$ cat config.mk
export PLATFORM = sky130hd
export DESIGN_NAME = pinmux_bbm_ctrl
export DESIGN_NICKNAME = d
export VERILOG_FILES = /design/src/rtl/pinmux_bbm_ctrl.sv
export SDC_FILE = /design/constraint.sdc
export NUM_CORES = 1
export LEC_CHECK = 0
export CAP_MARGIN = 20
export CORE_AREA = 2 2 361 363
export CTS_BUF_LIST = sky130_fd_sc_hd__clkbuf_8
export CTS_CLUSTER_DIAMETER = 50
export DETAILED_ROUTE_END_ITERATION = 8
export DIE_AREA = 0 0 363 365
export PLACE_DENSITY = 0.41
export SYNTH_ARGS = -nofsm -noshare
export SYNTH_HDL_FRONTEND = slang
export SYNTH_SLANG_ARGS = --single-unit
$ cat constraint.sdc
create_clock -name clk_i -period 8.2 [get_ports clk_i]
set_input_delay 1.64 -clock clk_i [delete_from_list [all_inputs] [get_ports clk_i]]
set_output_delay 1.64 -clock clk_i [all_outputs]
set_load 0.005 [all_outputs]
$ cat src/rtl/pinmux_bbm_ctrl.sv
// Output pin multiplexer with break-before-make reselection: a reselected pin has
// its output enable held low for GUARD_CYCLES+1 cycles while the source changes.
module pinmux_bbm_ctrl #(
  parameter int PIN_NUM      = 70,
  parameter int SRC_NUM      = 4,
  parameter int GUARD_CYCLES = 4,
  parameter int SEL_W        = $clog2(SRC_NUM+1),
  parameter int PIN_W        = $clog2(PIN_NUM)
) (
  input  logic                       clk_i,
  input  logic                       rst_ni,
  input  logic                       cfg_valid_i,
  output logic                       cfg_ready_o,
  input  logic [PIN_W-1:0]           cfg_pin_i,
  input  logic [SEL_W-1:0]           cfg_sel_i,
  output logic                       cfg_err_o,
  output logic                       busy_o,
  input  logic [PIN_NUM*SRC_NUM-1:0] src_out_i,
  input  logic [PIN_NUM*SRC_NUM-1:0] src_oe_i,
  output logic [PIN_NUM-1:0]         pin_out_o,
  output logic [PIN_NUM-1:0]         pin_oe_o,
  output logic [PIN_NUM*SEL_W-1:0]   sel_o
);

  localparam int CNT_W = (GUARD_CYCLES < 1) ? 1 : $clog2(GUARD_CYCLES+1);

  if (GUARD_CYCLES < 1) begin : g_bad_guard
    $error("GUARD_CYCLES must be >= 1");
  end

  typedef enum logic [1:0] {IDLE, BREAK, MAKE} state_e;

  state_e                        state_q, state_d;
  logic [CNT_W-1:0]              cnt_q, cnt_d;
  logic [PIN_W-1:0]              pin_q, pin_d;
  logic [SEL_W-1:0]              nsel_q, nsel_d;
  logic [PIN_NUM-1:0][SEL_W-1:0] sel_q, sel_d;
  logic [PIN_NUM-1:0]            guard_q, guard_d;
  logic [PIN_NUM-1:0]            out_q, out_d;
  logic [PIN_NUM-1:0]            oe_q, oe_d;
  logic                          err_q, err_d;

  // Source mux: selection s picks packed bit p*SRC_NUM+s-1; 0 drives nothing.
  always_comb begin
    out_d = '0;
    oe_d  = '0;
    for (int p = 0; p < PIN_NUM; p++) begin
      for (int s = 0; s < SRC_NUM; s++) begin
        if (sel_q[p] == SEL_W'(s+1)) begin
          out_d[p] = src_out_i[p*SRC_NUM+s];
          oe_d[p]  = src_oe_i[p*SRC_NUM+s];
        end
      end
    end
  end

  always_comb begin
    state_d = state_q;
    cnt_d   = cnt_q;
    pin_d   = pin_q;
    nsel_d  = nsel_q;
    sel_d   = sel_q;
    guard_d = guard_q;
    err_d   = 1'b0;
    case (state_q)
      IDLE: begin
        if (cfg_valid_i) begin
          if (int'(cfg_pin_i) >= PIN_NUM || int'(cfg_sel_i) > SRC_NUM) begin
            err_d = 1'b1;
          end else if (cfg_sel_i != sel_q[cfg_pin_i]) begin
            pin_d              = cfg_pin_i;
            nsel_d             = cfg_sel_i;
            guard_d[cfg_pin_i] = 1'b1;
            cnt_d              = CNT_W'(GUARD_CYCLES-1);
            state_d            = BREAK;
          end
        end
      end
      BREAK: begin
        if (cnt_q == '0) begin
          sel_d[pin_q] = nsel_q;
          state_d      = MAKE;
        end else begin
          cnt_d = cnt_q - 1'b1;
        end
      end
      MAKE: begin
        // out_q/oe_q reload from the new source on this edge, so the guard can drop
        guard_d[pin_q] = 1'b0;
        state_d        = IDLE;
      end
      default: state_d = IDLE;
    endcase
  end

  always_ff @(posedge clk_i) begin
    if (!rst_ni) begin
      state_q <= IDLE;
      cnt_q   <= '0;
      pin_q   <= '0;
      nsel_q  <= '0;
      sel_q   <= '0;
      guard_q <= '0;
      out_q   <= '0;
      oe_q    <= '0;
      err_q   <= 1'b0;
    end else begin
      state_q <= state_d;
      cnt_q   <= cnt_d;
      pin_q   <= pin_d;
      nsel_q  <= nsel_d;
      sel_q   <= sel_d;
      guard_q <= guard_d;
      out_q   <= out_d;
      oe_q    <= oe_d;
      err_q   <= err_d;
    end
  end

  assign cfg_ready_o = (state_q == IDLE);
  assign busy_o      = ~cfg_ready_o;
  assign cfg_err_o   = err_q;
  assign pin_out_o   = out_q;
  assign pin_oe_o    = oe_q & ~guard_q;
  assign sel_o       = sel_q;

endmodule

==> impl_metrics.ini <==
[outcome]
status = finished clean

[die]
core_um2 = 129000
die_w_um = 363
dieArea_um2 = 132000
io_pins = 926
std_cell_rows = 132
fp.dieH_um = 365
initial_core_util_pct = 18.5

[setup_path]
r2r_slack_ps = 3860
cp.required_ps = 8860
r2r-end = guard_q[14]$_SDFFE_PN0P_
cp-start-kind = primary input
worst_setup_path_end_kind = register
critPathKind = primary input to register
critPathTopFamily = buffers and inverters
critPathBufInv = 3
cp.arrival_ps = 6150
cpPeakStageDelay_ps = 780
worst_r2r_path_depth = 10
path_max_fanout = 95
crit_chain = buf_6, clkinv_1, a221oi_1, o21ai_0, a21boi_0, a2111oi_4, and4_4, a21boi_4, buf_4, a2bb2o_1
slowest_stage = clkinv_1
r2r-start = sel_o[88]$_SDFFE_PN0P_

[timing]
fin_tns_setup_ps = 0
max_freq_ghz = 0.182
skew_ps = 37.0
final-max-slew-violation-count = 0
min_period_ps = 5490
hold_violations = 0
rsz0062_at_grt = false
relSlewSlack_pct = 23.7
setup_viol = 0
fin_crit_sh_pct = 67.0
worstMarginPinSlew_ps = 1140

[power_and_ir_drop]
power.combinational.fraction_pct = 10.1
power_density_nw_per_um2 = 150
p_switching_mw = 1.37
pwr-share-clk_pct = 50.8
sw_frac_of_total_pct = 25.0
p_leak_nw = 12.5
ir_worst_vdd_mv = 0.107
p_seq_share_pct = 39.1
p_int_mw = 4.13

[worst_hold_path]
worstHoldEndpoint = cnt_q[1]$_SDFFE_PN0P_
min-delay-start = cnt_q[1]$_SDFFE_PN0P_
hold_path.class = register to register
whs_path_depth = 1

[global_route]
overflow = 0
gr-usage-met3_pct = 4.36
grt_max_degree = 189
grt_pass1_vias = 25200
use_met1_pct = 24.4
top_usage_layer = met2
grt_pass1_wl_mm = 191
use_met2_pct = 36.0
grt_util_all_layers_pct = 20.0
antenna_found_initial = 12

[synth]
netlist_area_um2 = 23700
synth_nets = 3443
ys_seq_area_share_pct = 36.8
synth_cells = 2868
synth-seq-cells = 436
avgSynthCellArea_um2 = 8.28
yosys_most_used_dff = dfxtp_1
ys_types = 66
ys_async_sr_fraction_pct = 0
synth_edf_count = 0
yosysWarnings = 0

[routing]
num_vias = 25700
antenna_left = 0
wirelength_mm = 139
drc_errors = 0
wl_per_cell_um = 25.4
drt_iter0_drc = 1895
dr.pass1.iters = 5
viasPerCell = 4.69

[job]
maxCapViolations = 0

[place]
post-place-cells = 5312
dp_hpwl_mm = 108
gp_congestion = 0.843
port_buffers = 925

[layout]
layout-drive-gt1-share_pct = 10.2
fin_cells = 5489
nNetsFinal = 4312
register_area_um2 = 8740
area_delta_synth_final_pct = 55.0
final_cell_mix = 919 x clkdlybuf4s50_1, 433 x dfxtp_1, 323 x nand2_1
final_common_cell = clkdlybuf4s50_1
nFillCells = 13800
multiInputGateArea_um2 = 14000

[clock_tree]
clk_latency_ps = 750
cts.sinks = 436
numCtsBuffers = 96
cts_resized = 0
clockBufferDepth = 3
cts_tree = built
post_cts_buffers = 0
postCtsHoldBufs = 0
clock_tree.root_cell = clkbuf_8
cts_max_level = 3
clk_pin_slew_ps = 50
[power groups by stage]
stage | combinational [mW] | clock, mW | sequential (mW)
final | 0.553 | 2.80 | 2.15
after global routing | 0.588 | 2.99 | 2.15
after CTS | 0.556 | 2.89 | 2.15
after detailed placement | 0.553 | 0 | 2.20
after global placement | 0.552 | 0 | 2.20
after floorplan | 0.214 | 0 | 2.17
[metrics by stage]
step                      instance area (um^2)  worst slack, ps  util (%)  hold WS, ps  total power, mW
after floorplan                          23700             4010         -          472             2.39
after global placement                   34600             2090      26.9          484             2.75
after detailed placement                 34600             2070      26.9          487             2.75
after CTS                                36800             2840      28.6          500             5.60
after global routing                     36800             2550      28.6          512             5.73
final                                    36800             2710      28.6          497             5.51
[worst max-delay path by stage]
| stage | start | end | slack [ps] | depth (start not counted) |
|---|---|---|---|---|
| floorplan | cfg_pin_i[1] | guard_q[46]$_SDFFE_PN0P_ | 4010 | 12 |
| global placement | cfg_pin_i[2] | guard_q[64]$_SDFFE_PN0P_ | 2090 | 10 |
| detailed placement | cfg_pin_i[2] | guard_q[7]$_SDFFE_PN0P_ | 2070 | 10 |
| CTS | cfg_pin_i[2] | guard_q[1]$_SDFFE_PN0P_ | 2840 | 10 |
| global route | cfg_pin_i[2] | guard_q[67]$_SDFFE_PN0P_ | 2550 | 10 |
| finish | cfg_pin_i[2] | guard_q[14]$_SDFFE_PN0P_ | 2710 | 10 |
[final cells by class]
class                           instances  area share [%]
Tap cell                             1675            5.70
Antenna cell                            3          0.0204
Multi-Input combinational cell       2186            38.2
Sequential cell                       436            23.8
Clock inverter                         50            1.40
Inverter                               68           0.694
Timing Repair Buffer                  949            25.7
Clock buffer                          122            4.56
[worst register-to-register path, stage by stage (launching register included)]
cell and delay, ps:
dfxtp_1 690, mux2i_1 170, a22oi_1 220, a21oi_1 140, nor4_1 650, mux2i_1 320, mux2i_1 130, a21o_2 260
a21boi_4 620, buf_4 740, a2bb2o_1 320
[cells in the mapped netlist, drive strengths merged, types with 3 or more instances]
cell / count / area [um^2]
nand3: 251 / 1260
a22oi: 163 / 1220
dfxtp: 436 / 8730
a211oi: 3 / 22.5
inv: 67 / 251
a31o: 3 / 26.3
mux4: 8 / 180
nand2: 324 / 1220
nand2b: 6 / 37.5
nor2b: 154 / 963
a221o: 4 / 40.0
a21oi: 17 / 85.1
and2: 145 / 907
a32oi: 5 / 43.8
a41o: 11 / 110
nor3: 65 / 325
and3: 3 / 18.8
nand3b: 4 / 30.0
mux2i: 57 / 571
buf: 35 / 263
o221ai: 4 / 35.0
o21ai: 318 / 1590
a31oi: 10 / 62.6
nor4: 3 / 33.8
a2bb2o: 56 / 661
mux2: 161 / 1810
nor3b: 5 / 37.5
a2111oi: 4 / 53.8
o211ai: 6 / 45.0
a21boi: 213 / 1610
a221oi: 16 / 146
o211a: 5 / 50.1
nand4: 4 / 25.0
nor2: 133 / 507
clkbuf: 143 / 537
[state kept, by name (all words and copies together), names as in the netlist]
register   count
nsel_q         3
oe_q          70
cfg_err_o      1
state_q        2
sel_o        210
guard_q       70
pin_out_o     70
pin_q          7
cnt_q          3
[logic make-up after synthesis]
family / count (synthesis) / share of synthesized area, %
DFF: 436 / 36.8
muxes: 226 / 10.8
and+or+nand+nor: 1107 / 22.9
AOI/OAI and AO/OA: 851 / 25.0
adders and majority gates: 2 / 0.105
buffers and inverters: 246 / 4.44
[metal layers]
metal / vias up / routed length [um]
met5: - / 80
met4: 12 / 2520
met3: 156 / 8720
met2: 893 / 70100
met1: 12600 / 57800
li1: 12100 / -
Power figures use the tool's default switching activity.
